## src/rtl/seq_mult_ctrl_pkg.sv

```systemverilog
// Shared types and constants for the sequential-multiplier sequencer.
// Holds the FSM state encoding, the fixed multiplier widths and the
// sizing helper for the run counter.
package seq_mult_pkg;

  localparam int MULT_W = 8;
  localparam int PROD_W = 2 * MULT_W;

  typedef enum logic [2:0] {
    IDLE = 3'd0,
    LOAD = 3'd1,
    RUN  = 3'd2,
    CAP  = 3'd3,
    DONE = 3'd4
  } mult_state_t;

  // Run counter must be able to hold RUN_CYCLES itself, not just RUN_CYCLES-1.
  function automatic int run_cnt_w(input int run_cycles);
    return $clog2(run_cycles + 1);
  endfunction

endpackage

```

## src/rtl/seq_mult_ctrl_if.sv

```systemverilog
// Operand and result handshake bundle for the multiplier sequencer.
// master = the operand producer / result consumer, slave = the sequencer.
// Both directions use plain valid/ready; a beat moves when both are high.
interface seq_mult_ctrl_if #(
  parameter int WIDTH = 8
);

  logic                 in_valid;
  logic                 in_ready;
  logic [WIDTH-1:0]     in_a;
  logic [WIDTH-1:0]     in_b;
  logic                 out_valid;
  logic                 out_ready;
  logic [2*WIDTH-1:0]   out_prod;

  modport master (
    output in_valid, in_a, in_b, out_ready,
    input  in_ready, out_valid, out_prod
  );

  modport slave (
    input  in_valid, in_a, in_b, out_ready,
    output in_ready, out_valid, out_prod
  );

endinterface

```

## src/rtl/seq_mult_ctrl.sv

```systemverilog
// Sequencer turning the free-running 8x8 shift-add multiplier into a transaction unit.
// Latency: accept edge to out_valid is 11 cycles (LOAD + RUN_CYCLES RUN + CAP), one op per 12 cycles.
// Backpressure: in_ready only in IDLE (no overlap); result is held in DONE until out_ready.
module seq_mult_ctrl
  import seq_mult_pkg::*;
#(
  parameter int WIDTH      = MULT_W,
  parameter int RUN_CYCLES = 8,
  parameter int CNT_W      = 8
) (
  input  logic               clk,
  input  logic               rst_n,
  seq_mult_ctrl_if.slave     bus,
  output logic               mul_enable,
  output logic [WIDTH-1:0]   mul_a,
  output logic [WIDTH-1:0]   mul_b,
  input  logic [2*WIDTH-1:0] mul_c,
  output logic               busy,
  output logic [CNT_W-1:0]   op_count
);

  localparam int RUN_CNT_W = run_cnt_w(RUN_CYCLES);
  localparam logic [RUN_CNT_W-1:0] RUN_LAST = RUN_CNT_W'(RUN_CYCLES - 1);

  // The attached multiplier is hard-wired to 8 bits and needs at least WIDTH iterations.
  if (WIDTH != MULT_W) begin : g_width_chk
    $error("seq_mult_ctrl: WIDTH must be %0d", MULT_W);
  end
  if (RUN_CYCLES < WIDTH) begin : g_run_chk
    $error("seq_mult_ctrl: RUN_CYCLES must be >= WIDTH");
  end

  mult_state_t            state_q,    state_d;
  logic [RUN_CNT_W-1:0]   run_cnt_q,  run_cnt_d;
  logic [WIDTH-1:0]       mul_a_q,    mul_a_d;
  logic [WIDTH-1:0]       mul_b_q,    mul_b_d;
  logic [2*WIDTH-1:0]     out_prod_q, out_prod_d;
  logic [CNT_W-1:0]       op_count_q, op_count_d;

  // State and datapath registers; reset discards any in-flight operation.
  always_ff @(posedge clk or negedge rst_n) begin
    if (!rst_n) begin
      state_q    <= IDLE;
      run_cnt_q  <= '0;
      mul_a_q    <= '0;
      mul_b_q    <= '0;
      out_prod_q <= '0;
      op_count_q <= '0;
    end else begin
      state_q    <= state_d;
      run_cnt_q  <= run_cnt_d;
      mul_a_q    <= mul_a_d;
      mul_b_q    <= mul_b_d;
      out_prod_q <= out_prod_d;
      op_count_q <= op_count_d;
    end
  end

  // Next-state and register updates; operands only move in IDLE so they stay frozen while busy.
  always_comb begin
    state_d    = state_q;
    run_cnt_d  = run_cnt_q;
    mul_a_d    = mul_a_q;
    mul_b_d    = mul_b_q;
    out_prod_d = out_prod_q;
    op_count_d = op_count_q;
    unique case (state_q)
      IDLE: begin
        if (bus.in_valid) begin
          mul_a_d = bus.in_a;
          mul_b_d = bus.in_b;
          state_d = LOAD;
        end
      end
      LOAD: begin
        run_cnt_d = '0;
        state_d   = RUN;
      end
      RUN: begin
        run_cnt_d = run_cnt_q + RUN_CNT_W'(1);
        if (run_cnt_q == RUN_LAST) begin
          state_d = CAP;
        end
      end
      CAP: begin
        // The multiplier reloads on this same edge, but the value sampled here is its final product.
        out_prod_d = mul_c;
        state_d    = DONE;
      end
      DONE: begin
        if (bus.out_ready) begin
          op_count_d = op_count_q + CNT_W'(1);
          state_d    = IDLE;
        end
      end
      default: begin
        state_d = IDLE;
      end
    endcase
  end

  // Control outputs are decoded from state only, so no input reaches an output combinationally.
  assign bus.in_ready  = (state_q == IDLE);
  assign bus.out_valid = (state_q == DONE);
  assign bus.out_prod  = out_prod_q;
  assign mul_enable    = (state_q == RUN);
  assign busy          = (state_q != IDLE);
  assign mul_a         = mul_a_q;
  assign mul_b         = mul_b_q;
  assign op_count      = op_count_q;

endmodule
```

## src/flat_wrapper.sv

```systemverilog
// flat-port wrapper written by rule: the top's interface ports become plain ports
module seq_mult_ctrl_flat import seq_mult_pkg::*;
#(
  parameter int WIDTH      = MULT_W,
  parameter int RUN_CYCLES = 8,
  parameter int CNT_W      = 8
)
  (clk, rst_n, mul_enable, mul_a, mul_b, mul_c, busy, op_count, bus_in_valid, bus_in_a, bus_in_b, bus_out_ready, bus_in_ready, bus_out_valid, bus_out_prod);
  seq_mult_ctrl_if #(.WIDTH(WIDTH)) bus_i ();
  input  logic clk;
  input  logic rst_n;
  output logic mul_enable;
  output logic [WIDTH-1:0] mul_a;
  output logic [WIDTH-1:0] mul_b;
  input  logic [2*WIDTH-1:0] mul_c;
  output logic busy;
  output logic [CNT_W-1:0] op_count;
  input wire logic [$bits(bus_i.in_valid)-1:0] bus_in_valid;
  input wire logic [$bits(bus_i.in_a)-1:0] bus_in_a;
  input wire logic [$bits(bus_i.in_b)-1:0] bus_in_b;
  input wire logic [$bits(bus_i.out_ready)-1:0] bus_out_ready;
  output wire logic [$bits(bus_i.in_ready)-1:0] bus_in_ready;
  output wire logic [$bits(bus_i.out_valid)-1:0] bus_out_valid;
  output wire logic [$bits(bus_i.out_prod)-1:0] bus_out_prod;
  assign bus_i.in_valid = bus_in_valid;
  assign bus_i.in_a = bus_in_a;
  assign bus_i.in_b = bus_in_b;
  assign bus_i.out_ready = bus_out_ready;
  assign bus_in_ready = bus_i.in_ready;
  assign bus_out_valid = bus_i.out_valid;
  assign bus_out_prod = bus_i.out_prod;
  seq_mult_ctrl #(.WIDTH(WIDTH), .RUN_CYCLES(RUN_CYCLES), .CNT_W(CNT_W)) u_core (.clk(clk), .rst_n(rst_n), .bus(bus_i), .mul_enable(mul_enable), .mul_a(mul_a), .mul_b(mul_b), .mul_c(mul_c), .busy(busy), .op_count(op_count));
endmodule
```

## config.mk

```make
export PLATFORM = sky130hd
export DESIGN_NAME = seq_mult_ctrl_flat
export DESIGN_NICKNAME = d
export VERILOG_FILES = /design/src/rtl/seq_mult_ctrl_pkg.sv /design/src/rtl/seq_mult_ctrl_if.sv /design/src/rtl/seq_mult_ctrl.sv /design/src/flat_wrapper.sv
export SDC_FILE = /design/constraint.sdc
export NUM_CORES = 1
export LEC_CHECK = 0
export CAP_MARGIN = 10
export CORE_ASPECT_RATIO = 1.4
export CORE_MARGIN = 2
export CORE_UTILIZATION = 46
export CTS_CLUSTER_SIZE = 8
export DETAILED_ROUTE_END_ITERATION = 12
export PLACE_DENSITY = 0.84
export SETUP_SLACK_MARGIN = 0.2
export SLEW_MARGIN = 20
export SYNTH_ARGS = -nofsm -noshare
export SYNTH_HDL_FRONTEND = slang
export SYNTH_SLANG_ARGS = --single-unit
```

## constraint.sdc

```tcl
create_clock -name clk -period 2.3 [get_ports clk]
set_clock_uncertainty 0.05 [all_clocks]
set_input_delay 0.23 -clock clk [delete_from_list [all_inputs] [get_ports clk]]
set_output_delay 0.23 -clock clk [all_outputs]
set_load 0.03 [all_outputs]
```

======== Word-level counts from Yosys, hierarchy flattened ========
Cells that the tools add are included.
operators by class
  eq/ne operators ......................... 8
  reduce and logical (&&, ||, !) cells .... 6
  add/sub/neg operators ................... 2
  mux-type cells .......................... 5
operators by type and width
  kind                                            number
  case mux 3 bit (5 select lines)                 1
  2-to-1 mux 3 bit                                3
  adder 8 x 1 -> 8 bit (second input constant)    1
  case mux 4 bit (2 select lines)                 1
  == test 3 x 2 -> 1 bit (second input constant)  2
  adder 4 x 1 -> 4 bit (second input constant)    1
  == test 4 x 3 -> 1 bit (second input constant)  1
  != test 2 bit (second input constant)           2
  AND reduction 2 bit                             2
  == test 3 x 1 -> 1 bit (second input constant)  1
  == test 3 bit (second input constant)           1
  logical NOT 3 bit                               1
  AND reduction 3 bit                             1
  nonzero test 3 bit                              1
  != test 2 x 1 -> 1 bit (second input constant)  1
  nonzero test 2 bit                              1
storage, ports and cells
  bits in registers ....................... 47
  output and inout bits ................... 44

======== Depth between registers and ports, before layout ========
  depth after elaboration ................. 3
  mapped depth ............................ 6
  depth with buffers taken out ............ 4

======== Worst setup path after synthesis ========
OpenSTA, ideal clock, no wires.
  path kind ............................... register -> register
  start ................................... register u_core.state_q[1]
  end ..................................... register u_core.mul_a_q[6] (netlist: u_core.mul_a[6])
  stages on the path, launching flop included .. 7
  period minus slack after synthesis ...... 1.766 ns
  setup slack ............................. 0.534 ns
  data arrival time ....................... 1.591 ns
  buffers on the path ..................... 3
  required time ........................... 2.125 ns
  cells stage by stage .................... dfrtp_1 > buf_6 > nor3_4 > and2_4 > buf_8 > buf_12 > mux2_4
on the way
  longest elaborated chain between the ends .. 2
RTL lines
  item                                  RTL line             source
  start, declared                       seq_mult_ctrl.sv:33  mult_state_t state_q, state_d;
  start signal, assigned                seq_mult_ctrl.sv:50  state_q <= state_d;
  logical NOT 3 bit                     -
  net bus_in_ready                      flat_wrapper.sv:22   output wire logic [$bits(bus_i.in_ready)-1:0] bus_in_ready;
  AND reduction 2 bit (no source line)  -
  end signal, assigned                  seq_mult_ctrl.sv:52  mul_a_q <= mul_a_d;
  end, declared                         seq_mult_ctrl.sv:35  logic [WIDTH-1:0] mul_a_q, mul_a_d;
The timed path passes the listed nets, and every way through them passes these cells.
A chain may end at the register's enable or synchronous reset.

======== Final worst setup path ========
  start ................................... register u_core.state_q[2]
  end ..................................... output port busy
on the way
  longest elaborated chain between the ends .. 1
RTL lines
  item                RTL line              source
  nonzero test 3 bit  seq_mult_ctrl.sv:107  assign busy = (state_q != IDLE);
  end, declared       flat_wrapper.sv:16    output logic busy;
Every way passes these cells.

==> key figures <==
Synthesis
  • Post-synthesis sequential area ratio: 0.587
  • Post-Syn Nets: 174
  • Main synth FF type: dfrtp_1
  • Mapped Cells: ~140
  • Syn_area_per_cell: approximately 15 µm²
  • Yosys top cell by area: dfrtp_1
  • Yosys warnings: 0
  • FF+latch count, synth: 47
  • Asr flop ratio synth: 1.00
  • Most common cell in the synthesized netlist: dfrtp_1
  • Share of the synthesized area in the top cell type: 0.587
  • Unique cell type count in the Yosys netlist: 33
  • Mapped cell area: approximately 0.0020 mm²
  • Top cells by area, synth: dfrtp_1, mux2_2, mux2_4, xnor2_1, ha_1
  • Post-synth EDFFs: 0
  • Synth top cells by count: dfrtp_1, mux2_2, mux2_4

GRT
  • GRT Total Usage: 0.162
  • Vias in the first global route: between 1000 and 1500
  • Gr ovfl total: 0
  • Met1 Usage GRT: 0.198
  • First-pass GRT wire length: between 6 and 7 mm
  • Largest net degree at the start of global routing: 21
  • Initial antenna violation count: 0
  • GRT busiest layer: met2
  • Met2 GRT Util: 0.275
  • Met3 Track Usage GR: 0.0452

Route
  • DRC viols: 0
  • Routed length per instance: 14.6 µm
  • Post-route ant nets: 0
  • Final WL: ~3.8 mm
  • DR pass1 iterations: 4
  • Initial drt markers: 44
  • Via Count: between 1000 and 1500
  • Vias per cell: roughly 5.0

Clock tree
  • Worst-path clk slew: about 80 ps
  • Root buffer cell: clkbuf_8
  • Longest Clk Path Bufs: 2
  • H-tree Lvls: 2
  • Clock sinks: 47
  • Setup bufs post-CTS: 0
  • CTS tree: done
  • CTS Buf Count: 5
  • Worst-skew pair later-pin latency: roughly 280 ps

Power
  • Pwr/cell area: 1510 mW/mm²
  • P_leak: between 1 and 1.5 nW
  • Peak supply drop: around 0.00067 V
  • Post-layout total power: 4.39 mW

STA
  • Minimum clock period after layout: 1970 ps
  • Unrepaired setup endpoints after global routing: no
  • Worst-Margin Slew: between 400 and 500 ps
  • Setup_tns: 0 ps
  • Final setup fails: 0
  • Fin. Hold Viols: 0
  • Pins Over Slew Limit: 0
  • Slew Limit Headroom: 0.696
  • Period utilisation layout: 0.857
  • Fmax: slightly above 500 MHz

Final layout
  • # diodes: 0
  • Share of layout cells above drive strength 1: 0.228
  • Layout Utilization: 0.693
  • Fill cells: 313
  • Final nets: roughly 260
  • Post-route non-filler standard cell count: between 200 and 300
  • Area delta synth->final: 45.4%

Run
  • MaxCap Viol Count: 0

Setup path
  • Worst path cell trace: nor3_4, inv_1, clkdlybuf4s50_1
  • Critical path's slowest cell: clkdlybuf4s50_1
  • Worst Path Required: about 2000 ps
  • CP Launch Type: flop
  • CP Max Fanout: 12
  • Critical Path Sink Type: primary output
  • CP Class: reg -> out
  • CP peak stage delay: ~580 ps
  • Worst path arrival time: ~1700 ps

Floorplan
  • # IOs: 80
  • Chip height: roughly 82 µm
  • Full die area: 0.00491 mm²
  • Die X: approximately 60 µm
  • Core area: ~0.0042 mm²
  • Initial Util: 0.477
  • Row cnt: 28

Place
  • Placed cells: 255
  • Hpwl dp: 2.92 mm
  • PortBufs: slightly below 80
  • Placer Congestion: ~0.73

Min path
  • Min-Delay Path Class: in -> async

Run status
  • Status: finished, final reports clean
==> metal layers <==
layer | routed length (µm) | vias up | part of all wire
met5 | 0 | - | 0
met2 | 1840 | 61 | 0.48
li1 | - | 639 | -
met1 | 1650 | 628 | 0.43
met3 | 336 | 2 | 0.087
met4 | 13 | 0 | 0.0034
==> where the power goes <==
group          total [mW]  internal, mW  leakage, nW  switching, mW
clock               0.600         0.351       0.0612          0.248
sequential           1.47          1.20        0.572          0.273
combinational        2.32          1.14        0.652           1.19
total                4.39          2.68         1.29           1.71
==> path summary, 6_finish.rpt <==
check	start	to	slack, ps	cells after the start
setup / recovery	u_core.state_q[2]$_DFFE_PN0P_	busy	330	3
min in group clk	u_core.op_count[7]$_DFFE_PN0P_	u_core.op_count[7]$_DFFE_PN0P_	440	1
hold / removal	rst_n	u_core.bus.out_prod[8]$_DFFE_PN0P_	330	2
max in group asynchronous	rst_n	u_core.mul_a[0]$_DFFE_PN0P_	1290	3
hold reg to reg	u_core.op_count[7]$_DFFE_PN0P_	u_core.op_count[7]$_DFFE_PN0P_	440	1
setup reg to reg	u_core.state_q[2]$_DFFE_PN0P_	u_core.bus.out_prod[8]$_DFFE_PN0P_	650	2
==> per-stage QoR <==
step	setup slack [ps]	hold WS, ps	instance area, µm²
after detailed placement	379	106	2780
after global routing	228	353	2920
after global placement	437	102	2780
after floorplan	534	-116	2000
after CTS	221	334	2910
final	330	331	2920
==> critical path: cells and delay by family, from the launching register on <==
family	cells	cell delay, ps
buf+inv	2	640
flops	1	510
simple gates	1	250
==> sequential cells by signal, summed over array words and instances (netlist names) <==
signal and cells:
u_core.bus.out_prod 16, u_core.state_q 3, u_core.mul_a 8, u_core.run_cnt_q 4, u_core.op_count 8, u_core.mul_b 8
==> kinds of logic after synthesis <==
family | Yosys count | share of synthesized area
xor gates and xnor gates | 8 | 0.0350
DFF | 47 | 0.587
muxes | 34 | 0.209
AOI/OAI and AO/OA | 8 | 0.0237
adders and majority gates | 2 | 0.0125
buffers and inverters | 11 | 0.0462
and+or+nand+nor | 26 | 0.0868
==> cells in the final DEF (no fill, tap or decap), types with 2 or more instances in the layout <==
cell type        instances
a21oi_1                  2
buf_4                    2
clkbuf_8                 6
clkdlybuf4s50_1         75
dfrtp_1                 47
dlymetal6s2s_1           2
ha_1                     2
inv_1                    4
mux2_2                  23
mux2_4                  10
nand2_1                  6
nand3_1                  3
nand4_1                  2
nor2_1                   3
nor3_1                   2
o21ai_0                  3
xnor2_1                  7
==> area by class of cell <==
cell class	instances	area (µm²)	area share
repair buffers	82	815	0.279
multi-input cells	78	736	0.252
well taps	45	56.3	0.0193
inverters	4	15.0	0.00515
clock inverters	2	35.0	0.0120
clock buffers	6	82.6	0.0283
flip-flops and latches	47	1180	0.403
==> timing repair <==
action | 4_1_cts | 5_1_grt
hold buffers | 1 | 0
setup endpoints to repair | 1 | 2
hold endpoints to repair | 14 | 0
resized for setup | 1 | 2
Power figures use the tool's default switching activity.
